[config.mk]
export PLATFORM = sky130hd
export DESIGN_NAME = corr_bank_dump
export DESIGN_NICKNAME = d
export VERILOG_FILES = /design/src/rtl/corr_pkg.sv /design/src/rtl/corr_rd_wait.sv /design/src/rtl/corr_bank_dump.sv
export SDC_FILE = /design/constraint.sdc
export NUM_CORES = 1
export LEC_CHECK = 0
export ABC_CLOCK_PERIOD_IN_PS = 6000
export CAP_MARGIN = 20
export CORE_UTILIZATION = 53
export DETAILED_ROUTE_END_ITERATION = 10
export GPL_TIMING_DRIVEN = 0
export PLACE_DENSITY = 0.85
export SYNTH_ARGS = -nofsm -noshare
export SYNTH_HDL_FRONTEND = slang
export SYNTH_SLANG_ARGS = --single-unit
[constraint.sdc]
create_clock -name clk -period 6 [get_ports clk]
set_input_delay 0.9 -clock clk [delete_from_list [all_inputs] [get_ports clk]]
set_output_delay 0.9 -clock clk [all_outputs]
set_load 0.03 [all_outputs]
[src/rtl/corr_pkg.sv]
// rtl/corr_pkg.sv - shared constants, state encoding and helpers for the correlator bank dump
package corr_pkg;

    // Bank select values carried in RamAddr[15:12]
    localparam logic [3:0] BANK_A = 4'd1;
    localparam logic [3:0] BANK_B = 4'd2;
    localparam logic [3:0] BANK_C = 4'd3;
    localparam logic [3:0] BANK_D = 4'd4;
    localparam logic [3:0] BANK_E = 4'd5;

    // Word count of bank A; each following bank doubles
    localparam int BASE_LEN = 32;

    // Top byte of every bank header word
    localparam logic [7:0] HDR_TAG = 8'hC0;

    typedef enum logic [2:0] {
        IDLE,
        SEL,
        HDR,
        RD,
        OUT,
        FIN
    } dumpState_e;

    // Word count of a 1-based bank: baseLen << (bank-1)
    function automatic logic [15:0] bankLen(input int baseLen, input logic [3:0] bank);
        int shifted;
        shifted = baseLen << (bank - 4'd1);
        return shifted[15:0];
    endfunction

    // Header word announcing a bank and its length
    function automatic logic [31:0] hdrWord(input logic [3:0] bank, input logic [15:0] len);
        return {HDR_TAG, bank, 4'h0, len};
    endfunction

endpackage

[src/rtl/corr_rd_wait.sv]
// rtl/corr_rd_wait.sv - read latency counter producing a capture strobe
module corr_rd_wait #(
    parameter int RD_LATENCY = 1
) (
    input  logic clk,
    input  logic rst,
    input  logic go,
    output logic capture
);

    logic [2:0] cnt;
    logic       active;

    // The strobe fires once the address has been held for RD_LATENCY+1 cycles
    assign capture = active && (cnt == 3'd0);

    // Load on go (the cycle the new address is registered), then count down
    always_ff @(posedge clk) begin
        if (rst) begin
            active <= 1'b0;
            cnt    <= 3'd0;
        end else if (go) begin
            active <= 1'b1;
            cnt    <= 3'(RD_LATENCY);
        end else if (capture) begin
            active <= 1'b0;
        end else if (active) begin
            cnt <= cnt - 3'd1;
        end
    end

endmodule

[src/rtl/corr_bank_dump.sv]
// rtl/corr_bank_dump.sv - walks the correlator banks and streams headers and words
module corr_bank_dump #(
    parameter int RD_LATENCY = 1,
    parameter int NUM_BANKS  = 5,
    parameter int BASE_LEN   = 32
) (
    input  logic                 clk,
    input  logic                 rst,
    input  logic                 start,
    input  logic [NUM_BANKS-1:0] bank_mask,
    output logic                 busy,
    output logic                 done,
    output logic [15:0]          RamAddr,
    input  logic [31:0]          RamData,
    output logic [31:0]          tx_data,
    output logic                 tx_valid,
    input  logic                 tx_ready,
    output logic                 tx_last
);
    import corr_pkg::*;

    dumpState_e           state;
    logic [NUM_BANKS-1:0] pending;
    logic [3:0]           bank;
    logic [9:0]           index;

    logic [15:0]          curLen;
    logic [3:0]           nextBank;
    logic [NUM_BANKS-1:0] bankOneHot;
    logic [NUM_BANKS-1:0] otherPending;
    logic                 anyPending;
    logic                 lastIdx;
    logic                 lastBank;
    logic                 hsHdr;
    logic                 hsOut;
    logic                 goRd;
    logic                 captureStb;

    assign curLen       = bankLen(BASE_LEN, bank);
    assign lastIdx      = ({6'd0, index} == (curLen - 16'd1));
    assign otherPending = pending & ~bankOneHot;
    assign lastBank     = (otherPending == '0);
    assign anyPending   = |pending;
    assign hsHdr        = (state == HDR) && tx_valid && tx_ready;
    assign hsOut        = (state == OUT) && tx_valid && tx_ready;
    assign goRd         = hsHdr || (hsOut && !lastIdx);

    // Lowest pending bank, scanning down so the lowest set bit wins
    always_comb begin
        nextBank = 4'd0;
        for (int i = NUM_BANKS - 1; i >= 0; i--) begin
            if (pending[i]) begin
                nextBank = 4'(i + 1);
            end
        end
    end

    // One-hot of the bank currently being dumped, used to retire it from pending
    always_comb begin
        bankOneHot = '0;
        for (int i = 0; i < NUM_BANKS; i++) begin
            bankOneHot[i] = (bank == 4'(i + 1));
        end
    end

    corr_rd_wait #(
        .RD_LATENCY(RD_LATENCY)
    ) u_rd_wait (
        .clk    (clk),
        .rst    (rst),
        .go     (goRd),
        .capture(captureStb)
    );

    // Dump sequencer; every output is registered on entry to the state that owns it
    always_ff @(posedge clk) begin
        if (rst) begin
            state    <= IDLE;
            pending  <= '0;
            bank     <= 4'd0;
            index    <= 10'd0;
            busy     <= 1'b0;
            done     <= 1'b0;
            RamAddr  <= 16'h0000;
            tx_data  <= 32'd0;
            tx_valid <= 1'b0;
            tx_last  <= 1'b0;
        end else begin
            case (state)
                IDLE: begin
                    if (start) begin
                        pending <= bank_mask;
                        bank    <= BANK_A;
                        busy    <= 1'b1;
                        if (bank_mask == '0) begin
                            done  <= 1'b1;
                            state <= FIN;
                        end else begin
                            state <= SEL;
                        end
                    end
                end
                SEL: begin
                    if (anyPending) begin
                        bank     <= nextBank;
                        tx_data  <= hdrWord(nextBank, bankLen(BASE_LEN, nextBank));
                        tx_valid <= 1'b1;
                        tx_last  <= 1'b0;
                        state    <= HDR;
                    end else begin
                        done  <= 1'b1;
                        state <= FIN;
                    end
                end
                HDR: begin
                    if (hsHdr) begin
                        tx_valid <= 1'b0;
                        index    <= 10'd0;
                        RamAddr  <= {bank, 12'h000};
                        state    <= RD;
                    end
                end
                RD: begin
                    if (captureStb) begin
                        tx_data  <= RamData;
                        tx_last  <= lastBank && lastIdx;
                        tx_valid <= 1'b1;
                        state    <= OUT;
                    end
                end
                OUT: begin
                    if (hsOut) begin
                        tx_valid <= 1'b0;
                        tx_last  <= 1'b0;
                        if (!lastIdx) begin
                            index   <= index + 10'd1;
                            RamAddr <= {bank, 2'b00, index + 10'd1};
                            state   <= RD;
                        end else begin
                            pending <= otherPending;
                            // Final word of the highest bank: SEL would find nothing, so finish now
                            if (lastBank) begin
                                done  <= 1'b1;
                                state <= FIN;
                            end else begin
                                state <= SEL;
                            end
                        end
                    end
                end
                FIN: begin
                    done    <= 1'b0;
                    busy    <= 1'b0;
                    RamAddr <= 16'h0000;
                    state   <= IDLE;
                end
                default: begin
                    state <= IDLE;
                end
            endcase
        end
    end

endmodule

; ---- Word level (Yosys, flattened, before mapping)
; Index checks and enable logic that the tools add are counted.
[classes]
add_sub_neg = 5
n_eq_ne = 22
shift = 2
muxes = 54
n_bitwise = 3
n_reduce_logical = 38
[op_table]
columns = op, count
row1 = 32-bit two-way mux, 2
row2 = 32-bit one-hot mux with 2 select lines, 1
row3 = 16-bit two-way mux, 3
row4 = 16-bit one-hot mux with 3 select lines, 1
row5 = 6-bit by 4-bit << shifter with 16-bit output (first input constant), 2
row6 = 10-bit two-way mux, 3
row7 = 3-bit two-way mux, 9
row8 = 4-bit two-way mux, 6
row9 = 2-bit != test (second input constant), 11
row10 = 10-bit one-hot mux with 2 select lines, 1
row11 = 4-bit AND reduction, 5
row12 = 1-bit two-way mux, 18
row13 = 10-bit by 16-bit equality test with 1-bit output, 1
row14 = 16-bit by 1-bit subtractor with 16-bit output (second input constant), 1
row15 = 5-bit two-way mux, 3
row16 = 3-bit one-hot mux with 5 select lines, 1
row17 = 2-bit nonzero test, 7
row18 = 10-bit by 1-bit adder with 10-bit output (second input constant), 1
row19 = 5-bit zero test, 2
row20 = 5-bit one-hot mux with 2 select lines, 1
row21 = 4-bit by 2-bit equality test with 1-bit output (second input constant), 2
row22 = 4-bit by 3-bit equality test with 1-bit output (second input constant), 2
row23 = 1-bit one-hot mux with 4 select lines, 2
row24 = 4-bit one-hot mux with 2 select lines, 1
row25 = 23 further kinds, 38
[word_totals]
reg_bits = 78
in_bits = 41
out_inout_bits = 52
elab_cells = 137

; ---- Longest topological paths before layout
; Gate-level depths: netlist of run 1.
[logic_depth]
depth_word = 9
ltp_mapped = 12
mapped_depth_nobuf = 9

; ---- Hierarchy
; A second synthesis of run 1 with hierarchy kept.
[hier_totals]
hier_cells = 463
hier_area_um2 = 3756.1
[by_module_without_submodules]
columns = mod, instances, cells_each, area_each_um2, seq_area_each_um2
row1 = corr_bank_dump, 1, 440, 3539.6, 1401.3
row2 = corr_rd_wait, 1, 23, 216.5, 80.1

; ---- Worst setup path before layout of run 1
; OpenSTA, ideal clock, no wires.
[synth_path]
path_kind = reg2reg
start = register bank[1]
end = register index[5]
setup_ns = 0.075
arrival_time_ns = 2.594
required_ns = 5.925
setup_slack_ns = 3.331
stages_incl_launch_ff = 11
n_path_buf = 2
synth_period_minus_slack_ns = 2.669
cell_sequence = dfxtp_1 buf_4 or3b_2 ha_1 xnor2_1 mux2i_1 o21ai_0 nor4b_2 buf_6 or4_1 a31oi_1
[synth_via]
elab_chain_len = 6
[synth_rtl]
columns = element, line_no
row1 = "start, declared", corr_bank_dump.sv:24  ; logic [3:0] bank;
row2 = "start signal, assigned", corr_bank_dump.sv:105  ; bank <= nextBank;
row3 = 4-bit by 1-bit subtractor with 4-bit output, corr_pkg.sv:29  ; shifted = baseLen << (bank - 4'd1);
row4 = 6-bit by 4-bit << shifter with 16-bit output, corr_pkg.sv:29
row5 = 16-bit by 1-bit subtractor with 16-bit output, corr_bank_dump.sv:40  ; assign lastIdx = ({6'd0, index} == (curLen - 16'd1));
row6 = 10-bit by 16-bit equality test with 1-bit output, corr_bank_dump.sv:40
row7 = 2-bit != test (no source line), -
row8 = 4-bit AND reduction (no source line), -
row9 = "end signal, assigned", corr_bank_dump.sv:136  ; index <= index + 10'd1;
row10 = "end, declared", corr_bank_dump.sv:25  ; logic [9:0] index;
; No other way between the ends.
; A chain may end at the register's enable or synchronous reset.

; ---- Final worst setup path of run 1
[layout_path]
start = register bank[1]
end = register index[7]
; The elaborated chain is that of the path after synthesis.

==> results of run 1 <==
area by class of cell:
type	count	area (µm²)	area share [%]
inverters	17	63.8	1.29
clock buffers	11	141	2.86
flip-flops and latches	74	1480	30.0
multi-input cells	335	1980	40.2
plain buffers	35	195	3.95
clock inverters	5	61.3	1.24
repair buffers	89	891	18.0
well taps	96	120	2.43
cell families (layout without fill, tap and decap cells):
| family | count (synthesis) | in the layout | synth area share [%] |
|---|---|---|---|
| flops | 74 | 74 | 39.9 |
| other cells | 1 | 3 | 0.101 |
| fa+ha+maj | 5 | 5 | 1.68 |
| buf+inv | 52 | 157 | 6.97 |
| compound gates | 121 | 121 | 22.3 |
| simple gates | 184 | 184 | 23.6 |
| xor+xnor | 13 | 13 | 3.06 |
| mux | 9 | 9 | 2.46 |
flip-flops by register name, summed over array words and instances, names as in the netlist:
register	cells
pending	5
tx_valid	1
RamAddr	13
tx_last	1
bank	3
u_rd_wait.cnt	3
u_rd_wait.active	1
done	1
state	3
index	10
busy	1
tx_data	32
per-layer routing:
metal	global-route usage, %	wire (µm)	vias to the layer above	part of all wire, %
li1	-	-	1846	-
met1	39.3	4710	1776	45
met2	48.4	4970	136	47
met3	4.33	602	18	5.7
met4	10.8	197	0	1.9
met5	0	0	-	0
cell usage in the layout (no fill, tap or decap), types with 5 or more instances in the layout:
master and count:
clkdlybuf4s50_1 89, o22ai_1 6, o21ai_0 13, dfxtp_1 74, a211oi_1 10, nand2_1 55
a21oi_1 43, xnor2_1 10, inv_1 17, o211ai_1 8, clkbuf_8 10, nand3_1 34
a32o_1 5, clkbuf_1 14, o2bb2ai_1 6, mux2i_1 8, ha_1 5, nor2_1 46
nor3_1 14, buf_2 12
worst max-delay path, delay by kind of cell (launching register included):
family	cells	cell delay, ns
AO/OA/AOI/OAI	3	0.95
flip-flops	1	0.42
adder cells (fa/ha/maj)	1	0.28
XOR/XNOR	1	0.27
buffers and inverters	2	0.37
multiplexers	1	0.23
AND/OR/NAND/NOR	2	0.68
how the worst max path moves through the flow:
stage / slack [ns] / startpoint / end / depth (start not counted)
finish: 2.65 / bank[1]$_SDFFE_PP0P_ / index[7]$_SDFFE_PP0P_ / 10
global route: 2.42 / bank[1]$_SDFFE_PP0P_ / index[7]$_SDFFE_PP0P_ / 10
CTS: 2.67 / bank[1]$_SDFFE_PP0P_ / index[7]$_SDFFE_PP0P_ / 10
detailed placement: 2.70 / bank[1]$_SDFFE_PP0P_ / index[7]$_SDFFE_PP0P_ / 10
global placement: 2.86 / bank[1]$_SDFFE_PP0P_ / index[1]$_SDFFE_PP0P_ / 10
floorplan: 3.33 / bank[1]$_SDFFE_PP0P_ / index[5]$_SDFFE_PP0P_ / 10
power by group:
group	switching, mW	total (mW)	internal [mW]
logic	0.406	0.656	0.250
registers	0.0360	0.579	0.543
clock network	0.193	0.398	0.205
total	0.635	1.63	0.998
==> qor.txt, run 1 <==
Max Cap Viol = 0
Drt first pass iters = 5
Width of the die = 85.8 µm
Worst Max-Slew Pin Slew = 0.830 ns
List of most frequent post-synthesis cells = 74 x dfxtp_1, 55 x nand2_1, 46 x nor2_1
Initial core utilization = 54.7%
R2R Setup Slk = 2.65 ns
RSZ-0062 raised after global routing = no
DP HPWL = 7690 µm
P_leak = 1.71 nW
Final WS setup = 2.65 ns
Rel. slew slack = 44.6%
Fin crit period = 3.35 ns
Hold crit path type = flip-flop to flip-flop
DP Cell Count = 646
Detail Route Antenna Nets = 0
Placed instance area = 4740 µm²
Leading area contributor after synthesis = dfxtp_1
Post-CTS Setup Bufs = 0
Cell Area, Synth = 3720 µm²
Status = finished clean
Fin nets = 607
Routed wire per std cell = 15.8 µm
Root Buffer = clkbuf_8
Global-route wire length before repair = 17000 µm
CTS clk-pin slew, worst paths = 0.08 ns
Fin. max-slew vios = 0
Cts repair resizes = 0
Total track usage = 29.4%
Hold path start = tx_data[19]$_SDFFE_PP0P_
Cell variety after synth = 62
CTS tree = yes
Finished Layout Cells = 662
H-tree Lvls = 3
Global route total overflow = 0
I/O pins = 93
Final setup fails = 0
Reg-to-Reg Start = bank[1]$_SDFFE_PP0P_
Post-synth ARST share = 0%
Largest net degree at the start of global routing = 14
Total Die Area = 7350 µm²
Layout cell share with drive strength beyond 1 = 8.13%
Post-synthesis sequential area ratio = 39.9%
Row cnt = 30
Clk_lat worst skew = 0.36 ns
Clock sink count = 74
Core Util, Final = 72.7%
Synth warnings = 0
WHS Endpoint = tx_data[19]$_SDFFE_PP0P_
Critical Path AT = 3.55 ns
PwrDens = 331 nW/µm²
CP Cell Sequence = buf_4 -> or3b_2 -> ha_1 -> xnor2_1 -> mux2i_1 -> o21ai_0 -> nor4b_2 -> buf_6 -> a22oi_1 -> o22ai_1
Avg Inst Size Synth = 8.10 µm²
Crit Path Category = flip-flop to flip-flop
Worst r2r dst = index[7]$_SDFFE_PP0P_
Post-synth EDFFs = 0
PortBufs = 89
Antenna Cells = 0
Setup tns final = 0 ns
DRT Wirelength = 10500 µm
Hold buffer count at cts = 0
DRC viols = 0
Area delta synth->final = 32.9%
Max FO, Critical Path = 10
Hold Fails Final Rpt = 0
Largest cells by area after synthesis = dfxtp_1 40%, a21oi_1 5.8%, nand2_1 5.6%
WP data required = 6.20 ns
Initial antenna violation count = 0
Die Ht = 85.8 µm
Core Region = 6790 µm²
FILL cells = 524
CP Capture Type = flip-flop
Setup WS pre-CTS = 2.70 ns
Count of state elements after synthesis = 74
Hold Path Stages = 2
Timing-limited maximum frequency = 298 MHz
Ys flop type = dfxtp_1
Slowest stage delay, CP = 0.65 ns
VDD IR max = 0.210 mV
1st-iter DRT viols = 379
Crit path max-delay cell type = a22oi_1
Reg2Reg Depth = 10
Number of global-route vias before repair = 3456
Mapped Cells = 459
CTS Buffer Depth = 2
Finished Cell Area = 4940 µm²
Via count = 3776
Fin crit share = 55.9%
Hold slack = 0.452 ns
Vias per cell = 5.70
PnR Total Power = 1.63 mW
Setup crit start kind = flip-flop
Clock skew = 0.0118 ns
Post-synth top area share = 39.9%
Clock buffer count from CTS = 9
GPL Wtd Cong = 0.928
Most frequent cell after synthesis = dfxtp_1
No activity file was read; power rests on OpenSTA's default activity.
==> run 2: changes to the inputs <==
--- a/config.mk
+++ b/config.mk
@@ -5,12 +5,12 @@
 export SDC_FILE = /design/constraint.sdc
 export NUM_CORES = 1
 export LEC_CHECK = 0
-export ABC_CLOCK_PERIOD_IN_PS = 6000
+export ABC_CLOCK_PERIOD_IN_PS = 2900
 export CAP_MARGIN = 20
-export CORE_UTILIZATION = 53
+export CORE_UTILIZATION = 45
 export DETAILED_ROUTE_END_ITERATION = 10
 export GPL_TIMING_DRIVEN = 0
-export PLACE_DENSITY = 0.85
+export PLACE_DENSITY = 0.77
 export SYNTH_ARGS = -nofsm -noshare
 export SYNTH_HDL_FRONTEND = slang
 export SYNTH_SLANG_ARGS = --single-unit
==> constraint.sdc (replaced) <==
create_clock -name clk -period 2.9 [get_ports clk]
set_input_delay 0.435 -clock clk [delete_from_list [all_inputs] [get_ports clk]]
set_output_delay 0.435 -clock clk [all_outputs]
set_load 0.03 [all_outputs]
==> qor.txt, run 2 (synthesis results as in run 1) <==
Status = finished clean
H-tree Lvls = 3 (unchanged)
Initial core utilization = 47.4% (-7.3 points)
Slowest stage delay, CP = 0.43 ns (-0.22 ns)
Post-CTS Setup Bufs = 0 (unchanged)
Crit Path Category = flip-flop to flip-flop
PwrDens = 672 nW/µm² (+100%)
Total track usage = 25.1% (-4.2 points)
Hold Fails Final Rpt = 0 (unchanged)
Initial antenna violation count = 0 (unchanged)
FILL cells = 697 (+33%)
Final WS setup = 0.124 ns (-2.52 ns)
1st-iter DRT viols = 277 (-27%)
Clock skew = 0.00939 ns (-0.00242 ns)
Drt first pass iters = 5 (unchanged)
Finished Cell Area = 5020 µm² (+1.6%)
Hold slack = 0.453 ns (+0.000702 ns)
Setup WS pre-CTS = -0.307 ns (-3.00 ns)
Biggest regs = tx_data: 32 flops, RamAddr: 13 flops, index: 10 flops
Largest net degree at the start of global routing = 14 (unchanged)
WP data required = 3.15 ns (-3.05 ns)
Crit path max-delay cell type = or3b_4
Root Buffer = clkbuf_8
CTS Buffer Depth = 2 (unchanged)
Hold Path Stages = 2 (unchanged)
Fin crit period = 2.78 ns (-0.578 ns)
Area delta synth->final = 35.0%
Setup crit start kind = flip-flop
Largest register FFs = 32 (unchanged)
Core Region = 7850 µm² (+16%)
Commonest non-fill, non-tap cell in the layout = clkdlybuf4s50_1
Total Die Area = 8630 µm² (+17%)
Critical Path AT = 3.03 ns (-0.52 ns)
Clk_lat worst skew = 0.36 ns (about the same)
Timing-limited maximum frequency = 360 MHz (+21%)
Layout cell share with drive strength beyond 1 = 10.2% (+2.1 points)
Via count = 3731 (-1.2%)
Most frequent cells in the layout = 89 x clkdlybuf4s50_1, 73 x dfxtp_1, 55 x nand2_1
Max FO, Critical Path = 10 (unchanged)
Routed wire per std cell = 15.8 µm (-0.12%)
Global route total overflow = 0 (unchanged)
PnR Total Power = 3.37 mW (+110%)
CP Capture Type = flip-flop
Area of the multi-input gates = 2050 µm² (+3.2%)
P_leak = 1.73 nW (+1.4%)
Final setup fails = 0 (unchanged)
Core Util, Final = 64.0% (-8.7 points)
Number of global-route vias before repair = 3476 (+0.58%)
DRC viols = 0 (unchanged)
Storage cell area = 1480 µm² (about the same)
Width of the die = 92.9 µm (+8.3%)
Fin crit share = 95.7% (+40 points)
DRT Wirelength = 10600 µm (+0.94%)
CTS tree = yes
Fin. max-slew vios = 0 (unchanged)
Setup tns final = 0 ns (unchanged)
Antenna Cells = 0 (unchanged)
Fin nets = 608 (+0.16%)
DP HPWL = 7730 µm (+0.62%)
Global-route wire length before repair = 17100 µm (+0.53%)
GPL Wtd Cong = 0.925 (-0.26%)
CTS clk-pin slew, worst paths = 0.08 ns (about the same)
Die Ht = 92.9 µm (+8.3%)
VDD IR max = 0.409 mV (+95%)
Max Cap Viol = 0 (unchanged)
Vias per cell = 5.58 (-2.2%)
Reg2Reg Depth = 9 (-1)
Finished Layout Cells = 669 (+1.1%)
I/O pins = 93 (unchanged)
CP Cell Sequence = clkbuf_4 -> or3b_4 -> ha_2 -> xor2_2 -> o2111ai_2 -> nor4b_4 -> buf_6 -> o211ai_1 -> a32o_1
PortBufs = 89 (unchanged)
Reg with most FFs = tx_data
Clock buffer count from CTS = 9 (unchanged)
Rel. slew slack = 45.7% (+1.0 points)
DP Cell Count = 652 (+0.93%)
Placed instance area = 4740 µm² (+0.16%)
Clock sink count = 74 (unchanged)
Hold crit path type = flip-flop to flip-flop
Worst Max-Slew Pin Slew = 0.809 ns (-0.0210 ns)
Detail Route Antenna Nets = 0 (unchanged)
Row cnt = 32 (+6.7%)
-- run 2: power breakdown --
| group | switching (mW) | internal (mW) | leakage (nW) |
|---|---|---|---|
| clock | 0.405 | 0.395 | 0.0990 |
| sequential | 0.0707 | 1.12 | 0.600 |
| combinational | 0.844 | 0.533 | 1.04 |
-- run 2: worst paths after layout --
| kind | from | end | slack [ns] |
|---|---|---|---|
| worst max-delay path | bank[2]$_SDFFE_PP0P_ | pending[1]$_SDFFE_PP0P_ | 0.12 |
| worst max register to register | bank[2]$_SDFFE_PP0P_ | pending[1]$_SDFFE_PP0P_ | 0.12 |
| worst min-delay path | tx_data[2]$_SDFFE_PP0P_ | tx_data[2]$_SDFFE_PP0P_ | 0.45 |
| worst min register to register | tx_data[2]$_SDFFE_PP0P_ | tx_data[2]$_SDFFE_PP0P_ | 0.45 |
-- run 2: per-layer routing --
metal  GRT usage [%]  wire length (µm)
met5               0                 0
met1            32.6              4820
met2            40.8              4940
met3            5.50               616
met4            9.10               195
-- run 2: timing repair --
item,CTS,global route
hold buffers,0,0
cloned,0,1
gates resized for setup,4,13
endpoints found under the hold margin,0,0
setup endpoints to repair,31,33
pin swaps,0,5
-- run 2: critical path, delay by kind of cell, from the launching register on --
kind | cells | cell delay [ns]
AND/OR/NAND/NOR | 2 | 0.85
XOR/XNOR | 1 | 0.16
flip-flops | 1 | 0.35
adder cells (fa/ha/maj) | 1 | 0.36
buffers and inverters | 2 | 0.39
AO/OA/AOI/OAI | 3 | 0.57
-- run 2: area by class of cell --
cell class                 count  share of cell area, %
inverter                      17                   1.27
buffer                        35                   4.01
sequential                    74                   29.5
clock inverter                 7                   1.40
multi-input combinational    335                   40.8
timing repair buffer          90                   18.0
tap                          102                   2.54
clock buffer                   9                   2.47
